$ cat src/rtl/button_conditioner.sv
// Push-button front end: per-button 2-flop synchroniser, counter debouncer and
// one-cycle press pulse, with auto-repeat pulses for buttons held down.
module button_conditioner #(
  parameter int unsigned         NUM_BTN         = 3,
  parameter int unsigned         DEBOUNCE_CYCLES = 1000000,
  parameter int unsigned         REPEAT_DELAY    = 50000000,
  parameter int unsigned         REPEAT_PERIOD   = 10000000,
  parameter logic [NUM_BTN-1:0]  REPEAT_MASK     = 3'b010,
  parameter int unsigned         CNT_W           = 26
) (
  input  logic               clk,
  input  logic               clr,
  input  logic [NUM_BTN-1:0] btn_raw,
  output logic [NUM_BTN-1:0] btn_level,
  output logic [NUM_BTN-1:0] btn_pulse
);

  typedef enum logic [1:0] {
    ST_IDLE    = 2'd0,
    ST_PRESSED = 2'd1,
    ST_HOLD    = 2'd2,
    ST_REPEAT  = 2'd3
  } state_t;

  localparam logic [CNT_W-1:0] DEB_LAST = CNT_W'(DEBOUNCE_CYCLES - 1);
  localparam logic [CNT_W-1:0] DLY_LAST = CNT_W'(REPEAT_DELAY - 1);
  localparam logic [CNT_W-1:0] PER_LAST = CNT_W'(REPEAT_PERIOD - 1);
  localparam logic [CNT_W-1:0] CNT_ONE  = CNT_W'(1);

  logic [NUM_BTN-1:0] r_s1;
  logic [NUM_BTN-1:0] r_s2;
  logic [NUM_BTN-1:0] r_level;
  logic [NUM_BTN-1:0] r_pulse;
  logic [NUM_BTN-1:0] w_level_nxt;
  logic [NUM_BTN-1:0] w_pulse_nxt;
  logic [NUM_BTN-1:0] w_rise;
  logic [NUM_BTN-1:0] w_fall;

  logic [CNT_W-1:0] r_dcnt     [NUM_BTN];
  logic [CNT_W-1:0] w_dcnt_nxt [NUM_BTN];
  logic [CNT_W-1:0] r_hcnt     [NUM_BTN];
  logic [CNT_W-1:0] w_hcnt_nxt [NUM_BTN];
  state_t           r_state    [NUM_BTN];
  state_t           w_state_nxt[NUM_BTN];

  // Debouncer: the level flips only after DEBOUNCE_CYCLES consecutive differing samples
  always_comb begin
    w_level_nxt = r_level;
    for (int i = 0; i < int'(NUM_BTN); i++) begin
      w_dcnt_nxt[i] = r_dcnt[i];
      if (r_s2[i] == r_level[i]) begin
        w_dcnt_nxt[i] = {CNT_W{1'b0}};
      end else if (r_dcnt[i] == DEB_LAST) begin
        w_level_nxt[i] = r_s2[i];
        w_dcnt_nxt[i]  = {CNT_W{1'b0}};
      end else begin
        w_dcnt_nxt[i] = r_dcnt[i] + CNT_ONE;
      end
    end
  end

  // Edges are taken from the next level so the pulse lines up with the level change
  assign w_rise = w_level_nxt & ~r_level;
  assign w_fall = ~w_level_nxt & r_level;

  // Press/repeat FSM per button; a release always wins over a coinciding repeat tick
  always_comb begin
    w_pulse_nxt = {NUM_BTN{1'b0}};
    for (int i = 0; i < int'(NUM_BTN); i++) begin
      w_state_nxt[i] = r_state[i];
      w_hcnt_nxt[i]  = r_hcnt[i];
      case (r_state[i])
        ST_IDLE: begin
          if (w_rise[i]) begin
            w_pulse_nxt[i] = 1'b1;
            if (REPEAT_MASK[i]) begin
              w_hcnt_nxt[i]  = {CNT_W{1'b0}};
              w_state_nxt[i] = ST_HOLD;
            end else begin
              w_state_nxt[i] = ST_PRESSED;
            end
          end else begin
            w_state_nxt[i] = ST_IDLE;
          end
        end
        ST_PRESSED: begin
          if (w_fall[i]) begin
            w_state_nxt[i] = ST_IDLE;
          end else begin
            w_state_nxt[i] = ST_PRESSED;
          end
        end
        ST_HOLD: begin
          if (w_fall[i]) begin
            w_hcnt_nxt[i]  = {CNT_W{1'b0}};
            w_state_nxt[i] = ST_IDLE;
          end else if (r_hcnt[i] == DLY_LAST) begin
            w_pulse_nxt[i] = 1'b1;
            w_hcnt_nxt[i]  = {CNT_W{1'b0}};
            w_state_nxt[i] = ST_REPEAT;
          end else begin
            w_hcnt_nxt[i] = r_hcnt[i] + CNT_ONE;
          end
        end
        ST_REPEAT: begin
          if (w_fall[i]) begin
            w_hcnt_nxt[i]  = {CNT_W{1'b0}};
            w_state_nxt[i] = ST_IDLE;
          end else if (r_hcnt[i] == PER_LAST) begin
            w_pulse_nxt[i] = 1'b1;
            w_hcnt_nxt[i]  = {CNT_W{1'b0}};
          end else begin
            w_hcnt_nxt[i] = r_hcnt[i] + CNT_ONE;
          end
        end
        default: begin
          w_hcnt_nxt[i]  = {CNT_W{1'b0}};
          w_state_nxt[i] = ST_IDLE;
        end
      endcase
    end
  end

  // State registers; clr clears everything asynchronously, aborting any repeat
  always_ff @(posedge clk or negedge clr) begin
    if (!clr) begin
      r_s1    <= {NUM_BTN{1'b0}};
      r_s2    <= {NUM_BTN{1'b0}};
      r_level <= {NUM_BTN{1'b0}};
      r_pulse <= {NUM_BTN{1'b0}};
      for (int i = 0; i < int'(NUM_BTN); i++) begin
        r_dcnt[i]  <= {CNT_W{1'b0}};
        r_hcnt[i]  <= {CNT_W{1'b0}};
        r_state[i] <= ST_IDLE;
      end
    end else begin
      r_s1    <= btn_raw;
      r_s2    <= r_s1;
      r_level <= w_level_nxt;
      r_pulse <= w_pulse_nxt;
      for (int i = 0; i < int'(NUM_BTN); i++) begin
        r_dcnt[i]  <= w_dcnt_nxt[i];
        r_hcnt[i]  <= w_hcnt_nxt[i];
        r_state[i] <= w_state_nxt[i];
      end
    end
  end

  assign btn_level = r_level;
  assign btn_pulse = r_pulse;

endmodule

$ cat config.mk
export PLATFORM = sky130hd
export DESIGN_NAME = button_conditioner
export DESIGN_NICKNAME = d
export VERILOG_FILES = /design/src/rtl/button_conditioner.sv
export SDC_FILE = /design/constraint.sdc
export NUM_CORES = 1
export LEC_CHECK = 0
export BUFFER_PORTS_ARGS = -buffer_cell sky130_fd_sc_hd__buf_2
export CAP_MARGIN = 20
export CORE_MARGIN = 2
export CORE_UTILIZATION = 50
export CTS_BUF_LIST = sky130_fd_sc_hd__clkbuf_4 sky130_fd_sc_hd__clkbuf_8
export DETAILED_ROUTE_END_ITERATION = 8
export PLACE_DENSITY_LB_ADDON = 0.25
export SYNTH_ARGS = -nofsm -noshare
export SYNTH_HDL_FRONTEND = slang
export SYNTH_SLANG_ARGS = --single-unit
$ cat constraint.sdc
create_clock -name clk -period 2.6 [get_ports clk]
set_input_delay 0.52 -clock clk [delete_from_list [all_inputs] [get_ports clk]]
set_output_delay 0.52 -clock clk [all_outputs]
set_load 0.01 [all_outputs]
# Yosys cells after proc, flatten, opt, wreduce, memory -nomap -nowiden
# Index checks and enable logic that the tools add are counted.
[op_classes] addsub=6 n_mux=64 bitwise=4 n_reduce_logical=10 eq_ne=28
[op_table] operator="26-bit two-way mux" count=19
[op_table] operator="26-bit by 1-bit adder with 26-bit output, second input constant" count=6
[op_table] operator="26-bit one-hot mux with 2 select lines" count=2
[op_table] operator="26-bit by 20-bit == test with 1-bit output, second input constant" count=3
[op_table] operator="26-bit by 24-bit == test with 1-bit output, second input constant" count=3
[op_table] operator="26-bit == test, second input constant" count=3
[op_table] operator="26-bit one-hot mux with 3 select lines" count=1
[op_table] operator="1-bit two-way mux" count=26
[op_table] operator="2-bit one-hot mux with 4 select lines" count=3
[op_table] operator="2-bit two-way mux" count=10
[op_table] operator="2-bit == test, second input constant" count=6
[op_table] operator="3-bit inequality test, second input constant" count=3
[op_table] operator="1-bit one-hot mux with 3 select lines" count=3
[op_table] operator="2-bit inequality test, second input constant" count=4
[op_table] operator="2-bit AND reduction" count=4
[op_table] operator="3-bit bitwise AND" count=2
[op_table] operator="2-bit by 1-bit == test with 1-bit output, second input constant" count=3
[op_table] operator="2-bit logical NOT" count=3
[op_table] operator="3-bit inverter" count=2
[op_table] operator="2-bit nonzero test" count=2
[op_table] operator="1-bit == test" count=3
[op_table] operator="3-bit nonzero test" count=1
[totals] input_bits=5 reg_bits=174 out_inout_bits=6 wordCells=125

# Longest topological paths before layout
[depth] word_depth=7 depth_mapped=9 depth_no_buf=6

# Least setup slack after synthesis
# OpenSTA, ideal clock, no wires.
[synth_path] path_kind="register to register" startpoint="register r_hcnt[26] in the netlist's numbering" endpoint="register r_hcnt[40] in the netlist's numbering" setup_ps=126 path_buffers=2 arrival_ps=2078 stages_incl_launch_ff=9 synth_period_minus_slack_ps=2204 required_time_ps=2474 setup_slack_ps=396 cell_sequence="dfrtp_1 ha_1 nand3_1 or2_2 clkbuf_1 a2111oi_4 buf_6 a2111oi_1 a221o_1"
[synth_between] elab_chain_cells=4 elab_cells_between_ends=8 cone_classes="add/sub (1); eq/ne (2); mux (5)"
[synth_rtl] element="from (decl)" line_no="41" rtl="logic [CNT_W-1:0] r_hcnt [NUM_BTN];"
[synth_rtl] element="from (signal, indexed assignment)" line_no="133" rtl="r_hcnt[i] <= {CNT_W{1'b0}};"
[synth_rtl] element="from (signal, indexed assignment)" line_no="143" rtl="r_hcnt[i] <= w_hcnt_nxt[i];"
[synth_rtl] element="26-bit by 1-bit adder with 26-bit output (tied with other cells)" line_no="102, 113"
[synth_rtl] element="26-bit two-way mux, on equally long branches" line_no="109, 97"
[synth_rtl] element="26-bit two-way mux, on equally long branches" line_no="106, 94"
[synth_rtl] element="26-bit one-hot mux with 3 select lines (*)" line_no="72" rtl="case (r_state[i])"
# Every way passes the cells marked *; elsewhere a longest branch is shown, timed or not.
# A chain may end at the register's enable or synchronous reset.

# Final worst setup path
[layout_path] startpoint="register r_dcnt[47] in the netlist's numbering" endpoint="register r_hcnt[32] in the netlist's numbering"
[layout_between] elab_chain_cells=7 elab_cells_between_ends=11 cone_classes="eq/ne (2); mux (5); bitwise (3); reduce/logical (1)"
[layout_rtl] element="from (decl)" line_no="39" rtl="logic [CNT_W-1:0] r_dcnt [NUM_BTN];"
[layout_rtl] element="from (signal, indexed assignment)" line_no="132" rtl="r_dcnt[i] <= {CNT_W{1'b0}};"
[layout_rtl] element="from (signal, indexed assignment)" line_no="142" rtl="r_dcnt[i] <= w_dcnt_nxt[i];"
[layout_rtl] element="26-bit by 20-bit == test with 1-bit output (*)" line_no="53" rtl="end else if (r_dcnt[i] == DEB_LAST) begin"
[layout_rtl] element="1-bit two-way mux (*)" line_no="53"
[layout_rtl] element="1-bit two-way mux (*)" line_no="51" rtl="if (r_s2[i] == r_level[i]) begin"
[layout_rtl] element="3-bit inverter" line_no="64" rtl="assign w_fall = ~w_level_nxt & r_level;"
[layout_rtl] element="3-bit bitwise AND" line_no="64"
[layout_rtl] element="26-bit two-way mux, on equally long branches" line_no="106, 94"
[layout_rtl] element="26-bit one-hot mux with 3 select lines" line_no="72"
# Marks and branches as above.

==> results.sh <==
export IMPL_status="complete, no violations"
export IMPL_path_class="flop to flop"
export IMPL_tightest_slew_ps=764
export IMPL_timing_critical_path_buf_inv=2
export IMPL_fillers=1679
export IMPL_power_density_nw_per_um2=478
export IMPL_max_slew_margin_rel=0.491
export IMPL_ant_nets=0
export IMPL_reg2reg_slack_ps=150
export IMPL_finalSetupTns_ps=0
export IMPL_num_vias=7276
export IMPL_required_ps=2940
export IMPL_slowest_stage="o41ai_4"
export IMPL_ctsHtreeMaxLevel=4
export IMPL_hold_buffers=0
export IMPL_finalHoldViolCount=0
export IMPL_antenna_found_initial=0
export IMPL_placed_area_um2=9730
export IMPL_dp_hpwl_mm=13.0
export IMPL_fin_area_um2=10200
export IMPL_ir_drop_mv=0.360
export IMPL_wirelength_mm=19.2
export IMPL_dieArea_um2=19900
export IMPL_slew_violations=0
export IMPL_grt_pass1_vias=6930
export IMPL_grt_ovfl_total=0
export IMPL_post_route_drc_count=0
export IMPL_p_leak_nw=4.08
export IMPL_regArea_um2=4350
export IMPL_post_cts_buffers=0
export IMPL_cp_top_family="compound AO/OA/AOI/OAI gates"
export IMPL_place_ws_ps=229
export IMPL_cp_start_kind="flop"
export IMPL_std_cell_rows=50
export IMPL_drive_above_1_share=0.0832
export IMPL_syn_cell_area_um2=9380
export IMPL_multi_input_comb_area_um2=4700
export IMPL_placement_io_buffers=10
export IMPL_path_clk_slew_ps=90
export IMPL_syn_inst=1004
export IMPL_setup_viol=0
export IMPL_max_cap_violations=0
export IMPL_min_path_type="input pin to async pin"
export IMPL_first_iter_violations=499
export IMPL_cp_max_fo=26
export IMPL_ios=11
export IMPL_synth_edff_count=0
export IMPL_timing_hold_ws_ps=44.0
export IMPL_insertion_delay_ps=450
export IMPL_synth_ff_type="dfrtp_1"
export IMPL_clockRootBuffer="clkbuf_8"
export IMPL_gp_congestion=0.852
export IMPL_die_h_um=141
export IMPL_yosysWarnings=0
export IMPL_syn_nets=1015
export IMPL_max_freq_mhz=407
export IMPL_post_route_period_util=0.944
export IMPL_viasPerCell=5.79
export IMPL_ys_seq_area_frac=0.464
export IMPL_async_reset_ff_frac=1.00
export IMPL_syn_area_per_cell_um2=9.34
export IMPL_min_period_ps=2450
export IMPL_grt_pass1_wl_mm=33.7
export IMPL_slowest_delay_ps=470
export IMPL_cts_buffers_inserted=17
export IMPL_postCtsResizedCells=0
export IMPL_grt_max_degree=63
export IMPL_synth_cell_types=70
export IMPL_rsz0062_at_grt="no"
export IMPL_wl_per_cell_um=15.3
export IMPL_areaGrowthSynthToFinish_pct=8.35
export IMPL_first_pass_iters=5
export IMPL_critPathArrivalTime_ps=2800
export IMPL_die_w_um=141
export IMPL_end_kind="flop"
export IMPL_diodes=0
export IMPL_cts_sinks=174
export IMPL_crit_chain="nor4_1, nand4_1, o41ai_4, buf_12, buf_4, o311ai_0, o21a_1"
export IMPL_cts_max_path_buffers=2
export IMPL_coreArea_um2=18600
export IMPL_initial_core_util=0.505
export IMPL_grt_use_total=0.204
export IMPL_yosys_register_bits=174
export IMPL_cts_tree="built"
export IMPL_final_nets=1020
export IMPL_setup_ws_ps=146
export IMPL_fin_skew_ps=12.7
[cells by family (layout without fill, tap and decap cells)]
kind of cell / count (synthesis) / count (layout) / share of synthesized area
fa+ha+maj: 6 / 6 / 0.00801
flops: 174 / 174 / 0.464
mux: 5 / 5 / 0.00574
buf+inv: 77 / 95 / 0.0354
xor+xnor: 107 / 107 / 0.0999
simple gates: 535 / 535 / 0.306
compound gates: 100 / 100 / 0.0811
[cell usage after synthesis, types with 5 or more instances]
library cell / number / area share
inv_1: 33 / 0.013
nor3_1: 53 / 0.028
or3_1: 14 / 0.0093
o21ai_0: 18 / 0.0096
or2_2: 6 / 0.0040
nand2_1: 68 / 0.027
nor2_1: 139 / 0.056
xor2_1: 34 / 0.032
dfrtp_1: 174 / 0.46
and4_1: 18 / 0.017
nand3_1: 52 / 0.028
nor3b_1: 12 / 0.0096
buf_2: 10 / 0.0053
and2_1: 14 / 0.0093
a21oi_1: 7 / 0.0037
o21a_1: 7 / 0.0056
a21o_1: 5 / 0.0040
o311ai_1: 7 / 0.0065
o22ai_1: 5 / 0.0033
nand4_1: 46 / 0.031
nor4b_1: 11 / 0.010
a31oi_1: 7 / 0.0047
xnor2_1: 73 / 0.068
o31ai_1: 8 / 0.0064
clkbuf_1: 27 / 0.011
nor4_1: 46 / 0.031
ha_1: 6 / 0.0080
and3_1: 25 / 0.017
[flip-flops by register name, summed over array words and instances (netlist names)]
signal / count
btn_level: 3
btn_pulse: 3
r_state: 6
r_hcnt: 78
r_s2: 3
r_s1: 3
r_dcnt: 78
[placed cells by master (no fill, tap or decap), types with 14 or more instances in the layout]
master,instances
and2_1,14
xor2_1,34
buf_4,15
xnor2_1,73
or3_1,14
nor4_1,46
dfrtp_1,174
nand2_1,68
nor2_1,139
inv_1,33
and3_1,25
and4_1,18
nor3_1,52
o21ai_0,18
nand4_1,46
clkbuf_8,19
nand3_1,52
[worst paths after layout]
check,depth (start not counted),start,end
max,7,r_dcnt[47]$_DFF_PN0_,r_hcnt[32]$_DFFE_PN0P_
min,1,clr,r_dcnt[44]$_DFF_PN0_
max reg2reg,7,r_dcnt[47]$_DFF_PN0_,r_hcnt[32]$_DFFE_PN0P_
min reg2reg,0,r_s1[1]$_DFF_PN0_,r_s2[1]$_DFF_PN0_
max in group asynchronous,2,clr,r_dcnt[56]$_DFF_PN0_
min in group clk,1,btn_raw[2],r_s1[2]$_DFF_PN0_
[routing by layer]
metal | vias up | routed length [um] | share of wire | GRT usage
met3 | 18 | 572 | 0.030 | 0.0370
met1 | 3509 | 9700 | 0.50 | 0.301
met5 | - | 0 | 0 | 0
li1 | 3634 | - | - | -
met2 | 115 | 8770 | 0.46 | 0.315
met4 | 0 | 185 | 0.0096 | 0.0521
[stage by stage]
| stage | total power, mW | util | std cells |
|---|---|---|---|
| final | 4.86 | 0.547 | 1256 |
| after global routing | 5.05 | 0.547 | 1256 |
| after global placement | 2.91 | 0.524 | 1224 |
| after CTS | 4.92 | 0.547 | 1256 |
| after floorplan | 2.82 | - | 1004 |
| after detailed placement | 2.91 | 0.524 | 1224 |
[report_power, final]
part / leakage (nW) / total (mW) / internal, mW / switching, mW
clock: 0.208 / 2.00 / 1.01 / 0.999
sequential: 2.41 / 2.74 / 2.72 / 0.0166
combinational: 1.46 / 0.115 / 0.0300 / 0.0853
[layout make-up]
class	count	area share
clock buffers	19	0.0257
clock inverters	13	0.0160
inverters	33	0.0122
multi-input cells	753	0.462
flip-flops and latches	174	0.429
well taps	234	0.0288
repair buffers	30	0.0265
Power figures use the tool's default switching activity.
